### src/rtl/uart_rx_frame_collector_pkg.sv
// Shared 8N1 framing definitions for the UART receive and transmit stages.
package uart_rx_frame_collector_pkg;

  typedef enum logic [2:0] {
    ST_OFF       = 3'd0,
    ST_IDLE      = 3'd1,
    ST_DATA      = 3'd2,
    ST_STOP      = 3'd3,
    ST_WAIT_HIGH = 3'd4,
    ST_DONE      = 3'd5
  } rx_state_e;

  localparam logic START_BIT  = 1'b0;
  localparam logic STOP_BIT   = 1'b1;
  localparam int   FRAME_BITS = 10;

  function automatic logic is_busy(input rx_state_e state);
    return (state != ST_OFF) && (state != ST_DONE);
  endfunction

endpackage

### src/rtl/uart_rx_frame_collector_edge_strobe.sv
// One-clk strobe on a chosen edge of a clk-synchronous baud clock.
module uart_rx_edge_strobe #(
  parameter bit FALLING = 1'b1
) (
  input  logic i_clk,
  input  logic i_reset,
  input  logic i_sig,
  output logic o_strobe
);

  logic r_sig_q;

  // previous-cycle copy of the baud clock
  always_ff @(posedge i_clk) begin
    if (i_reset) begin
      r_sig_q <= 1'b0;
    end else begin
      r_sig_q <= i_sig;
    end
  end

  // edge detect against the delayed copy
  always_comb begin
    if (FALLING) begin
      o_strobe = r_sig_q & ~i_sig;
    end else begin
      o_strobe = ~r_sig_q & i_sig;
    end
  end

endmodule

### src/rtl/uart_rx_frame_collector.sv
// 8N1 receiver that collects a fixed-size block of bytes into a readable buffer.
module uart_rx_frame_collector
  import uart_rx_frame_collector_pkg::*;
#(
  parameter int DATA_W    = 8,
  parameter int NUM_BYTES = 18,
  parameter int ADDR_W    = $clog2(NUM_BYTES)
) (
  input  logic              i_clk,
  input  logic              i_reset,
  input  logic              i_bclk,
  input  logic              i_start,
  input  logic              i_rx_data,
  input  logic [ADDR_W-1:0] i_rd_addr,
  output logic [DATA_W-1:0] o_rd_data,
  output logic              o_byte_valid,
  output logic [DATA_W-1:0] o_byte_data,
  output logic [ADDR_W:0]   o_byte_count,
  output logic              o_busy,
  output logic              o_all_done,
  output logic              o_frame_err
);

  localparam int BIT_W = $clog2(DATA_W);
  localparam int CNT_W = ADDR_W + 1;
  localparam int DEPTH = 2 ** ADDR_W;

  rx_state_e         r_state;
  rx_state_e         w_state_nxt;
  logic [DATA_W-1:0] r_shreg;
  logic [BIT_W-1:0]  r_bit_cnt;
  logic [CNT_W-1:0]  r_byte_count;
  logic [CNT_W-1:0]  w_count_inc;
  logic [DATA_W-1:0] r_byte_data;
  logic [DATA_W-1:0] r_rd_data;
  logic              r_byte_valid;
  logic              r_busy;
  logic              r_all_done;
  logic              r_frame_err;
  logic              w_strobe;
  logic              w_commit;
  logic              w_bad_stop;
  logic              w_shift;
  logic              w_bit_clr;
  logic [DATA_W-1:0] r_buf [DEPTH];

  uart_rx_edge_strobe #(.FALLING(1'b1)) u_strobe (
    .i_clk   (i_clk),
    .i_reset (i_reset),
    .i_sig   (i_bclk),
    .o_strobe(w_strobe)
  );

  assign w_count_inc = r_byte_count + CNT_W'(1);

  // next-state decode; start overrides every state and drops any frame in flight
  always_comb begin
    w_state_nxt = r_state;
    w_commit    = 1'b0;
    w_bad_stop  = 1'b0;
    w_shift     = 1'b0;
    w_bit_clr   = 1'b0;
    if (i_start) begin
      w_state_nxt = ST_IDLE;
    end else begin
      case (r_state)
        ST_OFF: begin
          w_state_nxt = ST_OFF;
        end
        ST_IDLE: begin
          if (w_strobe && (i_rx_data == START_BIT)) begin
            w_state_nxt = ST_DATA;
            w_bit_clr   = 1'b1;
          end else begin
            w_state_nxt = ST_IDLE;
          end
        end
        ST_DATA: begin
          if (w_strobe) begin
            w_shift = 1'b1;
            if (r_bit_cnt == BIT_W'(DATA_W - 1)) begin
              w_state_nxt = ST_STOP;
            end else begin
              w_state_nxt = ST_DATA;
            end
          end else begin
            w_state_nxt = ST_DATA;
          end
        end
        ST_STOP: begin
          if (w_strobe && (i_rx_data == STOP_BIT)) begin
            w_commit = 1'b1;
            if (w_count_inc == CNT_W'(NUM_BYTES)) begin
              w_state_nxt = ST_DONE;
            end else begin
              w_state_nxt = ST_IDLE;
            end
          end else if (w_strobe) begin
            w_bad_stop  = 1'b1;
            w_state_nxt = ST_WAIT_HIGH;
          end else begin
            w_state_nxt = ST_STOP;
          end
        end
        ST_WAIT_HIGH: begin
          // a held-low line (break) must not be decoded as 0x00 frames
          if (w_strobe && (i_rx_data == STOP_BIT)) begin
            w_state_nxt = ST_IDLE;
          end else begin
            w_state_nxt = ST_WAIT_HIGH;
          end
        end
        ST_DONE: begin
          w_state_nxt = ST_DONE;
        end
        default: begin
          w_state_nxt = ST_OFF;
        end
      endcase
    end
  end

  // state, datapath and status registers
  always_ff @(posedge i_clk) begin
    if (i_reset) begin
      r_state      <= ST_OFF;
      r_shreg      <= '0;
      r_bit_cnt    <= '0;
      r_byte_count <= '0;
      r_byte_data  <= '0;
      r_rd_data    <= '0;
      r_byte_valid <= 1'b0;
      r_busy       <= 1'b0;
      r_all_done   <= 1'b0;
      r_frame_err  <= 1'b0;
    end else begin
      r_state      <= w_state_nxt;
      r_busy       <= is_busy(w_state_nxt);
      r_byte_valid <= w_commit;
      r_rd_data    <= r_buf[i_rd_addr];
      if (w_bit_clr) begin
        r_bit_cnt <= '0;
      end else if (w_shift) begin
        r_bit_cnt <= r_bit_cnt + BIT_W'(1);
      end
      if (w_shift) begin
        r_shreg <= {i_rx_data, r_shreg[DATA_W-1:1]};
      end
      if (i_start) begin
        r_byte_count <= '0;
        r_all_done   <= 1'b0;
        r_frame_err  <= 1'b0;
      end else begin
        if (w_commit) begin
          r_byte_count <= w_count_inc;
          r_byte_data  <= r_shreg;
          if (w_count_inc == CNT_W'(NUM_BYTES)) begin
            r_all_done <= 1'b1;
          end
        end
        if (w_bad_stop) begin
          r_frame_err <= 1'b1;
        end
      end
    end
  end

  // byte buffer: not reset, written only on a committed frame
  always_ff @(posedge i_clk) begin
    if (w_commit) begin
      r_buf[r_byte_count[ADDR_W-1:0]] <= r_shreg;
    end
  end

  assign o_rd_data    = r_rd_data;
  assign o_byte_valid = r_byte_valid;
  assign o_byte_data  = r_byte_data;
  assign o_byte_count = r_byte_count;
  assign o_busy       = r_busy;
  assign o_all_done   = r_all_done;
  assign o_frame_err  = r_frame_err;

endmodule
### config.mk
export PLATFORM = sky130hd
export DESIGN_NAME = uart_rx_frame_collector
export DESIGN_NICKNAME = d
export VERILOG_FILES = /design/src/rtl/uart_rx_frame_collector_pkg.sv /design/src/rtl/uart_rx_frame_collector_edge_strobe.sv /design/src/rtl/uart_rx_frame_collector.sv
export SDC_FILE = /design/constraint.sdc
export NUM_CORES = 1
export LEC_CHECK = 0
export CAP_MARGIN = 20
export CORE_ASPECT_RATIO = 0.5
export CORE_UTILIZATION = 40
export DETAILED_ROUTE_END_ITERATION = 8
export PLACE_DENSITY_LB_ADDON = 0.25
export SLEW_MARGIN = 20
export SYNTH_ARGS = -nofsm -noshare
export SYNTH_HDL_FRONTEND = slang
export SYNTH_SLANG_ARGS = --single-unit
### constraint.sdc
create_clock -name i_clk -period 4.8 [get_ports i_clk]
set_clock_uncertainty 0.2 [all_clocks]
set_input_delay 0.96 -clock i_clk [delete_from_list [all_inputs] [get_ports i_clk]]
set_output_delay 0.96 -clock i_clk [all_outputs]
set_load 0.005 [all_outputs]
==> qor.yml <==
clock_network:
  clkTransAtPathRegs_ns: 0.06
  cts.hold.buffers_added: 0
  cts_sinks: 297
  clock_path_buffers: 3
  cts_tree: "built"
  cts_resized: 0
  clock_latency_ns: 0.54
  clockRootBuffer: "clkbuf_16"
  cts_buffers: 27
  cts_setup_buffers: 0
  cts_max_level: 1
detailed_routing:
  drt_wl_total_um: 24560
  vias: 5968
  first_pass_iters: 9
  wl_per_cell_um: 21.75
  ant_nets: 0
  viasPerCell: 5.286
  drc: 2
  first_iter_violations: 575
die:
  io_pins: 36
  dieArea_um2: 30450
  start_util_pct: 40.81
  core_um2: 29120
  row_count: 44
  dieHeight_um: 123.9
  die_x_um: 245.8
worst_setup_path:
  r2r_start: "r_state[0]"
  end_kind: "flop"
  cp_max_fo: 8
  required_ns: 4.77
  cp-startpoint: "i_rx_data"
  critPathLaunchType: "input port"
  critical_path_class: "input port to flop"
  cp.arrival_ns: 3.29
worst_hold_path:
  min_path_type: "flop to flop"
  min_from: "r_shreg[2]"
layout:
  final-instance-count-excl-fill: 1129
  mostFrequentLayoutCell: "edfxtp_1"
  syn2layout_area_growth_pct: 13.32
  drive_above_1_share_pct: 20.19
  final_cell_mix: "edfxtp_1, nor2_1, mux4_2, mux2i_1, dfxtp_1"
  fin_nets: 734
  n_antenna_cell: 0
yosys:
  syn_avg_cell_area_um2: 17.71
  yosysWarningCount: 0
  synth-seq-cells: 297
  synthTopCellsByArea: "edfxtp_1, mux4_2, dfxtp_1"
  synth_top_flop_cell: "edfxtp_1"
  synth_cells: 671
  synth_edf_count: 256
  synth_area_um2: 11890
  synth_top_area_cell: "edfxtp_1"
  netlist.area_leader.share_pct: 64.67
  ys_seq_area_share_pct: 71.58
  async_flop_share_pct: 0
  syn-num-nets: 687
  synth_cell_type_count: 50
status:
  outcome: "finished, violations left"
  violations: "DRC"
placed_design:
  place_inst: 1080
  gp_congestion: 0.8052
  place_hpwl_um: 15600
  portBuffers: 35
  place_ws_ns: 0.9339
power_and_ir_drop:
  leakagePower_uw: 0.004622
  p_per_area_nw_per_um2: 372.1
  ir_drop_v: 0.0002008
global_route:
  antenna_found_initial: 0
  grt_overflow_total: 0
  grt_first_pass_wirelength_um: 37170
  grt_pass1_vias: 5863
  grt_max_degree: 49
  grt.total_usage_pct: 16.60
sta:
  slew_violations: 0
  hold_viol_final: 0
  setup_slack_ns: 1.478
  fmax_mhz: 301.1
  setup-tns-final_ns: 0
  tightest_slew_ns: 0.8074
  relSlewSlack_pct: 46.17
  setup_viol: 0
  period_minus_slack_ns: 3.322
  grt_setup_unrepaired: "no"
  fin_crit_sh_pct: 69.20
run:
  cap_viol_max_count: 0
-- metrics by stage --
step | hold slack, ns | power, uW | utilization, % | instance area [um^2]
2_1_floorplan | 0.2604 | 2938 | - | 11890
5_1_grt | 0.3263 | 5157 | 46.25 | 13470
3_3_place_gp | 0.2707 | 2977 | 43.34 | 12620
4_1_cts | 0.2997 | 5052 | 46.25 | 13470
6_report | 0.2944 | 5012 | 46.25 | 13470
3_5_place_dp | 0.2637 | 2978 | 43.34 | 12620
-- sequential cells by signal (all words and copies together) (netlist names) --
| register | flops |
|---|---|
| o_all_done | 1 |
| o_busy | 1 |
| o_byte_count | 6 |
| o_byte_data | 8 |
| o_byte_valid | 1 |
| o_frame_err | 1 |
| o_rd_data | 8 |
| r_bit_cnt | 3 |
| r_buf | 256 |
| r_shreg | 8 |
| r_state | 3 |
| u_strobe.r_sig_q | 1 |
-- synthesized netlist by cell type, drive strengths merged (2+ instances only) --
| library cell | instances |
|---|---|
| a211oi | 8 |
| nor3 | 6 |
| nand2 | 29 |
| nor2 | 74 |
| o22ai | 8 |
| nor2b | 15 |
| a21oi | 3 |
| edfxtp | 256 |
| nand3b | 4 |
| xnor2 | 2 |
| mux2i | 43 |
| clkbuf | 12 |
| dfxtp | 41 |
| o2bb2ai | 2 |
| a221o | 9 |
| mux4 | 48 |
| xor2 | 4 |
| mux2 | 16 |
| ha | 6 |
| a22o | 8 |
| or2 | 2 |
| nand2b | 15 |
| nand4 | 2 |
| nor4 | 11 |
| inv | 4 |
| or3b | 2 |
| buf | 27 |
-- cell families after synthesis --
group                      synth area share (%)
xor gates and xnor gates                 0.4421
DFF                                       71.58
muxes                                     14.23
and+or+nand+nor                           7.232
adders and majority gates                0.6316
AOI/OAI and AO/OA                         3.484
buffers and inverters                     2.400
-- worst paths after layout --
path              slack (ns)     endpoint  cells after the start
setup / recovery        1.48  r_buf[3][1]                      5
hold / removal          0.29   r_shreg[2]                      2
setup reg to reg        1.91  r_buf[3][1]                      4
hold reg to reg         0.29   r_shreg[2]                      2
-- metal layers --
layer	up-vias	part of all wire (%)	track usage, %
met5	-	0	0
met4	0	1.8	3.261
met3	36	5.4	3.318
met2	160	43	24.40
met1	3053	50	25.50
li1	2719	-	-
-- area by class of cell --
| type | instances | area (um^2) |
|---|---|---|
| inverters | 4 | 15.01 |
| clock inverters | 15 | 145.1 |
| multi-input cells | 331 | 3093 |
| repair buffers | 57 | 515.5 |
| well taps | 391 | 489.2 |
| clock buffers | 34 | 701.9 |
| flip-flops and latches | 297 | 8509 |
| fillers | 2486 | 15650 |
-- report_power, final --
group	leakage, uW	total (uW)	switching [uW]	internal (uW)
combinational	0.00122	150	83.7	66.2
sequential	0.00298	2770	4.14	2770
clock	0.000412	2090	898	1190
-- critical path, cell delays in order --
cell,delay [ns]
clkdlybuf4s50_1,0.60
nand2_1,0.18
nor4_4,0.44
nand2_1,0.38
nor2_1,0.73
(Power assumes the default switching activity.)
